===== src/rtl/uart_pkg.sv =====
// uart_pkg: constants and types shared by the UART receiver and transmitter.
// Holds the default frame format and the receiver FSM state encoding.
package uart_pkg;

    localparam int UART_DATA_BITS_DEFAULT  = 8;
    localparam int UART_OVERSAMPLE_DEFAULT = 8;

    typedef enum logic [2:0] {
        IDLE,
        START,
        DATA,
        PARITY,
        STOP
    } uart_rx_state_t;

    // 3-input majority used by the bit-centre voter
    function automatic logic maj3(input logic a, input logic b, input logic c);
        return (a & b) | (a & c) | (b & c);
    endfunction

endpackage


===== src/rtl/uart_sync_fifo.sv =====
// uart_sync_fifo: generic first-word-fall-through FIFO with a valid/ready read port.
// A push into a full FIFO is still accepted when a pop happens on the same
// edge; otherwise it is dropped and reported on 'dropped' for one cycle.
// The head word reads as zero whenever the FIFO is empty.
module uart_sync_fifo #(
    parameter int WIDTH = 8,
    parameter int DEPTH = 4
) (
    input  logic                         clk,
    input  logic                         rst,
    input  logic                         push,
    input  logic [WIDTH-1:0]             push_word,
    input  logic                         pop_ready,
    output logic [WIDTH-1:0]             head_word,
    output logic                         head_valid,
    output logic [$clog2(DEPTH+1)-1:0]   count,
    output logic                         dropped
);

    localparam int PTR_W = $clog2(DEPTH);
    localparam int CNT_W = $clog2(DEPTH + 1);
    localparam logic [CNT_W-1:0] CNT_FULL = CNT_W'(DEPTH);

    logic [WIDTH-1:0] mem [DEPTH];
    logic [PTR_W-1:0] wr_ptr;
    logic [PTR_W-1:0] rd_ptr;
    logic             full;
    logic             pop;
    logic             wr_en;

    assign full       = (count == CNT_FULL);
    assign head_valid = (count != '0);
    assign pop        = head_valid && pop_ready;
    assign wr_en      = push && (!full || pop);
    assign dropped    = push && full && !pop;
    assign head_word  = head_valid ? mem[rd_ptr] : '0;

    // Storage array; contents need no reset because the pointers define validity
    always_ff @(posedge clk) begin
        if (wr_en) begin
            mem[wr_ptr] <= push_word;
        end
    end

    // Pointers wrap naturally at DEPTH; count tracks occupancy 0..DEPTH
    always_ff @(posedge clk or posedge rst) begin
        if (rst) begin
            wr_ptr <= '0;
            rd_ptr <= '0;
            count  <= '0;
        end else begin
            if (wr_en) begin
                wr_ptr <= wr_ptr + 1'b1;
            end
            if (pop) begin
                rd_ptr <= rd_ptr + 1'b1;
            end
            case ({wr_en, pop})
                2'b10:   count <= count + 1'b1;
                2'b01:   count <= count - 1'b1;
                default: count <= count;
            endcase
        end
    end

endmodule


===== src/rtl/uart_rx_fifo.sv =====
// uart_rx_fifo: oversampling UART receiver with a built-in FWFT receive FIFO.
// Each bit is the majority of three samples around its centre; start, stop
// and optional parity bits are checked and stored alongside the data word.
// Optional feature macro: UART_RX_PARITY_EN adds a parity bit after the data.
//
// state  | meaning
// IDLE   | waiting for a falling edge on the synced line
// START  | validating the start bit (false starts fall back to IDLE)
// DATA   | shifting in data bits, LSB first
// PARITY | sampling and checking the parity bit (parity builds only)
// STOP   | checking the stop bit; pushes the word at the bit centre
module uart_rx_fifo
    import uart_pkg::*;
#(
    parameter int DATA_BITS  = UART_DATA_BITS_DEFAULT,
    parameter int OVERSAMPLE = UART_OVERSAMPLE_DEFAULT,
    parameter int FIFO_DEPTH = 4,
    parameter int PARITY_ODD = 0
) (
    input  logic                              clk,
    input  logic                              rst,
    input  logic                              os_tick,
    input  logic                              rx_serial,
    output logic [DATA_BITS-1:0]              rd_data,
    output logic                              rd_frame_err,
    output logic                              rd_parity_err,
    output logic                              rd_valid,
    input  logic                              rd_ready,
    output logic [$clog2(FIFO_DEPTH+1)-1:0]   fifo_count,
    output logic                              overrun,
    input  logic                              overrun_clr,
    output logic                              busy
);

    localparam int OC_W   = $clog2(OVERSAMPLE);
    localparam int IDX_W  = $clog2(DATA_BITS);
    localparam int MID    = OVERSAMPLE / 2;
    localparam int WORD_W = DATA_BITS + 2;

    localparam logic [OC_W-1:0]  OC_SAMP_A = OC_W'(MID - 1);
    localparam logic [OC_W-1:0]  OC_SAMP_B = OC_W'(MID);
    localparam logic [OC_W-1:0]  OC_DECIDE = OC_W'(MID + 1);
    localparam logic [OC_W-1:0]  OC_LAST   = OC_W'(OVERSAMPLE - 1);
    localparam logic [IDX_W-1:0] IDX_LAST  = IDX_W'(DATA_BITS - 1);

    uart_rx_state_t       state;
    uart_rx_state_t       state_next;
    logic                 sync_1;
    logic                 sync_2;
    logic                 rx_prev;
    logic [OC_W-1:0]      oc;
    logic [IDX_W-1:0]     idx;
    logic [DATA_BITS-1:0] shreg;
    logic                 samp_a;
    logic                 samp_b;
    logic                 maj;
    logic                 at_decide;
    logic                 at_wrap;
    logic                 push;
    logic                 parity_bit;
    logic [WORD_W-1:0]    push_word;
    logic [WORD_W-1:0]    head_word;
    logic                 drop;

    assign at_decide = (oc == OC_DECIDE);
    assign at_wrap   = (oc == OC_LAST);
    assign maj       = maj3(samp_a, samp_b, sync_2);
    assign busy      = (state != IDLE);

    // Two-flop synchroniser on the asynchronous serial input; idles high
    always_ff @(posedge clk or posedge rst) begin
        if (rst) begin
            sync_1 <= 1'b1;
            sync_2 <= 1'b1;
        end else begin
            sync_1 <= rx_serial;
            sync_2 <= sync_1;
        end
    end

    // FSM state register plus the previous tick's line sample for edge detect
    always_ff @(posedge clk or posedge rst) begin
        if (rst) begin
            state   <= IDLE;
            rx_prev <= 1'b1;
        end else begin
            state <= state_next;
            if (os_tick) begin
                rx_prev <= sync_2;
            end
        end
    end

    // Next-state logic; everything advances only on oversample ticks
    always_comb begin
        state_next = state;
        push       = 1'b0;
        if (os_tick) begin
            case (state)
                IDLE: begin
                    if (rx_prev && !sync_2) begin
                        state_next = START;
                    end
                end
                START: begin
                    if (at_decide && maj) begin
                        state_next = IDLE;
                    end else if (at_wrap) begin
                        state_next = DATA;
                    end
                end
                DATA: begin
                    if (at_wrap && (idx == IDX_LAST)) begin
`ifdef UART_RX_PARITY_EN
                        state_next = PARITY;
`else
                        state_next = STOP;
`endif
                    end
                end
`ifdef UART_RX_PARITY_EN
                PARITY: begin
                    if (at_wrap) begin
                        state_next = STOP;
                    end
                end
`endif
                STOP: begin
                    // Return early so the next start edge is seen even with drift
                    if (at_decide) begin
                        push       = 1'b1;
                        state_next = IDLE;
                    end
                end
                default: state_next = IDLE;
            endcase
        end
    end

    // Tick counter, centre samples, bit index and data shift register
    always_ff @(posedge clk or posedge rst) begin
        if (rst) begin
            oc     <= '0;
            idx    <= '0;
            shreg  <= '0;
            samp_a <= 1'b1;
            samp_b <= 1'b1;
        end else if (os_tick) begin
            if (state == IDLE || state_next != state || at_wrap) begin
                oc <= '0;
            end else begin
                oc <= oc + 1'b1;
            end
            if (oc == OC_SAMP_A) begin
                samp_a <= sync_2;
            end
            if (oc == OC_SAMP_B) begin
                samp_b <= sync_2;
            end
            if (state == START) begin
                idx <= '0;
            end else if (state == DATA && at_wrap) begin
                idx <= idx + 1'b1;
            end
            if (state == DATA && at_decide) begin
                shreg[idx] <= maj;
            end
        end
    end

`ifdef UART_RX_PARITY_EN
    localparam logic PAR_ODD = (PARITY_ODD != 0);
    logic parity_err;

    // Parity check: data XOR parity bit must equal the configured sense
    always_ff @(posedge clk or posedge rst) begin
        if (rst) begin
            parity_err <= 1'b0;
        end else if (os_tick && state == PARITY && at_decide) begin
            parity_err <= ((^shreg) ^ maj) != PAR_ODD;
        end
    end

    assign parity_bit    = parity_err;
    assign rd_parity_err = head_word[WORD_W-1];
`else
    logic unused_parity_cfg;

    assign parity_bit        = 1'b0;
    assign rd_parity_err     = 1'b0;
    assign unused_parity_cfg = (PARITY_ODD != 0) | head_word[WORD_W-1];
`endif

    assign push_word = {parity_bit, ~maj, shreg};

    uart_sync_fifo #(
        .WIDTH (WORD_W),
        .DEPTH (FIFO_DEPTH)
    ) u_fifo (
        .clk        (clk),
        .rst        (rst),
        .push       (push),
        .push_word  (push_word),
        .pop_ready  (rd_ready),
        .head_word  (head_word),
        .head_valid (rd_valid),
        .count      (fifo_count),
        .dropped    (drop)
    );

    assign rd_data      = head_word[DATA_BITS-1:0];
    assign rd_frame_err = head_word[DATA_BITS];

    // Sticky overrun flag; a drop in the same cycle as a clear keeps it set
    always_ff @(posedge clk or posedge rst) begin
        if (rst) begin
            overrun <= 1'b0;
        end else if (drop) begin
            overrun <= 1'b1;
        end else if (overrun_clr) begin
            overrun <= 1'b0;
        end
    end

endmodule


===== config.mk =====
export PLATFORM = sky130hd
export DESIGN_NAME = uart_rx_fifo
export DESIGN_NICKNAME = d
export VERILOG_FILES = /design/src/rtl/uart_pkg.sv /design/src/rtl/uart_sync_fifo.sv /design/src/rtl/uart_rx_fifo.sv
export SDC_FILE = /design/constraint.sdc
export NUM_CORES = 1
export LEC_CHECK = 0
export CAP_MARGIN = 20
export CORE_UTILIZATION = 35
export CTS_CLUSTER_DIAMETER = 100
export DETAILED_ROUTE_END_ITERATION = 16
export PLACE_DENSITY = 0.6
export SLEW_MARGIN = 30
export SYNTH_ARGS = -nofsm -noshare
export SYNTH_HDL_FRONTEND = slang
export SYNTH_HIERARCHICAL = 1
export SYNTH_SLANG_ARGS = --single-unit

===== constraint.sdc =====
create_clock -name clk -period 2.74 [get_ports clk]
set_input_delay 0.685 -clock clk [delete_from_list [all_inputs] [get_ports clk]]
set_output_delay 0.685 -clock clk [all_outputs]
set_load 0.005 [all_outputs]

==> flow_metrics.tcl, run 1 <==
set metrics [dict create \
    status "completed" \
    grt_antenna_before_repair 0 \
    clock_latency_ns 0.33 \
    dr_total_vias 1781 \
    place_congestion 0.7341 \
    worstPathRequired_ns 2.06 \
    drt_iter0_drc 50 \
    setup_violations 0 \
    fp.coreArea_sq_um 8721 \
    ioPinCount 22 \
    grt_setup_unrepaired "no" \
    post_cts_buffers 0 \
    crit_family "buffers and inverters" \
    clockBufferDepth 2 \
    max-vdd-ir-drop_mv 0.3407 \
    rows 34 \
    path_cells "buf_12, mux4_2, and2_1, clkdlybuf4s50_1" \
    min_path_type "register to register" \
    wl_microns 5136 \
    p_per_area_nw_per_um2 871.8 \
    portBuffers 20 \
    critPathKind "register to output port" \
    path_clk_slew_ns 0.07 \
    yosysWarnings 6 \
    endpoint_kind "output port" \
    die_h_microns 96.92 \
    htreeDepth 3 \
    drc 0 \
    areaGrowthSynthToFinish_pct 19.56 \
    track_usage 0.1182 \
    critPathLaunchType "register" \
    dp_hpwl_microns 3679 \
    finalHoldWorstSlack_ns 0.3565 \
    period_share 0.9664 \
    detail-route-antenna-nets 0 \
    die_area_sq_um 9393 \
    fin_cells 373 \
    grt_overflow 0 \
    diodes 0 \
    path_buf_inv 2 \
    fmax_ghz 0.3777 \
    final-hold-violation-count 0 \
    die_w_microns 96.92 \
    vias_per_cell 4.775 \
    critPathSlowestCell "mux4_2" \
    synth.cell_area_sq_um 3153 \
    cts_hold_buf 0 \
    syn-num-nets 247 \
    drive_above_1_share 0.2113 \
    cap_violations 0 \
    crit_fanout 11 \
    r2r_start "oc[0]$_DFFE_PP0P_" \
    slew_violations 0 \
    finalCriticalPeriod_ns 2.648 \
    grt_pass1_vias 1769 \
    place_inst 357 \
    power.leakage_nw 1.521 \
    grt_max_degree 24 \
    clock_sinks 66 \
    skew_ns 0.004895 \
    avgSynthCellArea_sq_um 13.77 \
    cp_slowest_stage_delay_ns 0.49 \
    cp.arrival_ns 1.96 \
    wire_per_inst_microns 13.77 \
    root_buffer "clkbuf_8" \
    final_nets 278 \
    cts_tree "built" \
    grt_pass1_wl_microns 8721 \
    cts_inserted_buffers 9 \
    crit_start "u_fifo/rd_ptr[0]$_DFFE_PP0N_" \
    mostFrequentLayoutCells "36 x edfxtp_1, 25 x dfrtp_1, 19 x inv_1" \
    final_common_cell "edfxtp_1" \
    first_pass_iters 4 \
    min_from "sync_1$_DFF_PP1_" \
    initial_core_util 0.3615 \
    synthCells 229 \
]
==> metrics by stage <==
step	worst slack [ns]	area, sq um	util	setup TNS, ns	total power [mW]
6_report	0.09214	3770	0.4323	0	3.287
5_1_grt	0.01218	3770	0.4323	0	3.488
4_1_cts	0.005515	3750	0.4300	0	3.321
3_5_place_dp	-0.1557	3503	0.4017	-0.1557	2.337
3_3_place_gp	-0.1233	3503	0.4017	-0.1233	2.321
2_1_floorplan	0.1013	3153	-	0	1.913
==> where the power goes <==
part | internal [mW] | leakage, nW | switching (mW)
clock network | 0.607 | 0.117 | 0.362
logic | 0.581 | 0.701 | 0.437
registers | 1.17 | 0.704 | 0.135
total | 2.35 | 1.52 | 0.933
==> state kept, by name, indices dropped and copies added, names as in the netlist <==
register	count
overrun	1
sync_2	1
state	3
sync_1	1
samp_a	1
u_fifo/mem	36
shreg	8
u_fifo/rd_ptr	2
idx	3
rx_prev	1
u_fifo/count	3
u_fifo/wr_ptr	2
oc	3
samp_b	1
==> repair_timing <==
| action | in CTS | in global routing |
|---|---|---|
| resized for setup | 1 | 6 |
| hold endpoints to repair | 0 | 0 |
| endpoints found under the setup margin | 6 | 9 |
| gates cloned | 0 | 0 |
| pin swaps | 0 | 0 |
==> path summary, 6_finish.rpt <==
path | end | slack (ns) | depth (start not counted)
min reg2reg | sync_2$_DFF_PP1_ | 0.36 | 0
max reg2reg | u_fifo/count[2]$_DFFE_PP0P_ | 0.35 | 9
min in group asynchronous | u_fifo/rd_ptr[0]$_DFFE_PP0N_ | 0.62 | 2
max in group asynchronous | sync_1$_DFF_PP1_ | 1.72 | 3
max | rd_data[4] | 0.09 | 4
min | sync_2$_DFF_PP1_ | 0.36 | 0
==> final cells by class <==
type,instances,area [sq um]
fillers,793,4951
flip-flops and latches,66,1838
multi-input cells,133,1180
repair buffers,31,302.8
well taps,108,135.1
clock buffers,10,127.6
clock inverters,6,115.1
inverters,19,71.32
==> metal layers <==
metal | GRT usage | vias to the layer above | routed length [microns]
met1 | 0.1461 | 855 | 2328
met2 | 0.1988 | 24 | 2612
met5 | 0 | - | 0
li1 | - | 897 | -
met4 | 0.02755 | 0 | 38
met3 | 0.04118 | 5 | 157
==> worst register-to-register path, stage by stage, from the launching register on <==
cell	delay (ns)
dfrtp_1	0.40
ha_1	0.22
nand2_1	0.10
nor4_1	0.06
buf_4	0.16
nand3b_1	0.17
fa_1	0.40
or3b_2	0.47
a31oi_1	0.18
o211ai_1	0.10
Note: power is estimated with default switching activity, not from simulation.
==> run 2, diff against run 1 <==
--- a/config.mk
+++ b/config.mk
@@ -5,9 +5,9 @@
 export SDC_FILE = /design/constraint.sdc
 export NUM_CORES = 1
 export LEC_CHECK = 0
-export CAP_MARGIN = 20
+export CAP_MARGIN = 15
 export CORE_UTILIZATION = 35
-export CTS_CLUSTER_DIAMETER = 100
+export CTS_CLUSTER_DIAMETER = 30
 export DETAILED_ROUTE_END_ITERATION = 16
 export PLACE_DENSITY = 0.6
 export SLEW_MARGIN = 30
==> results of run 2 <==
No change in the layout: final DEF, timing and power equal those of run 1.
==> run 3, diff against run 2 <==
--- a/config.mk
+++ b/config.mk
@@ -5,6 +5,7 @@
 export SDC_FILE = /design/constraint.sdc
 export NUM_CORES = 1
 export LEC_CHECK = 0
+export ABC_CLOCK_PERIOD_IN_PS = 2740
 export CAP_MARGIN = 15
 export CORE_UTILIZATION = 35
 export CTS_CLUSTER_DIAMETER = 30
==> results of run 3 <==
No change in the layout: final DEF, timing and power equal those of run 1.
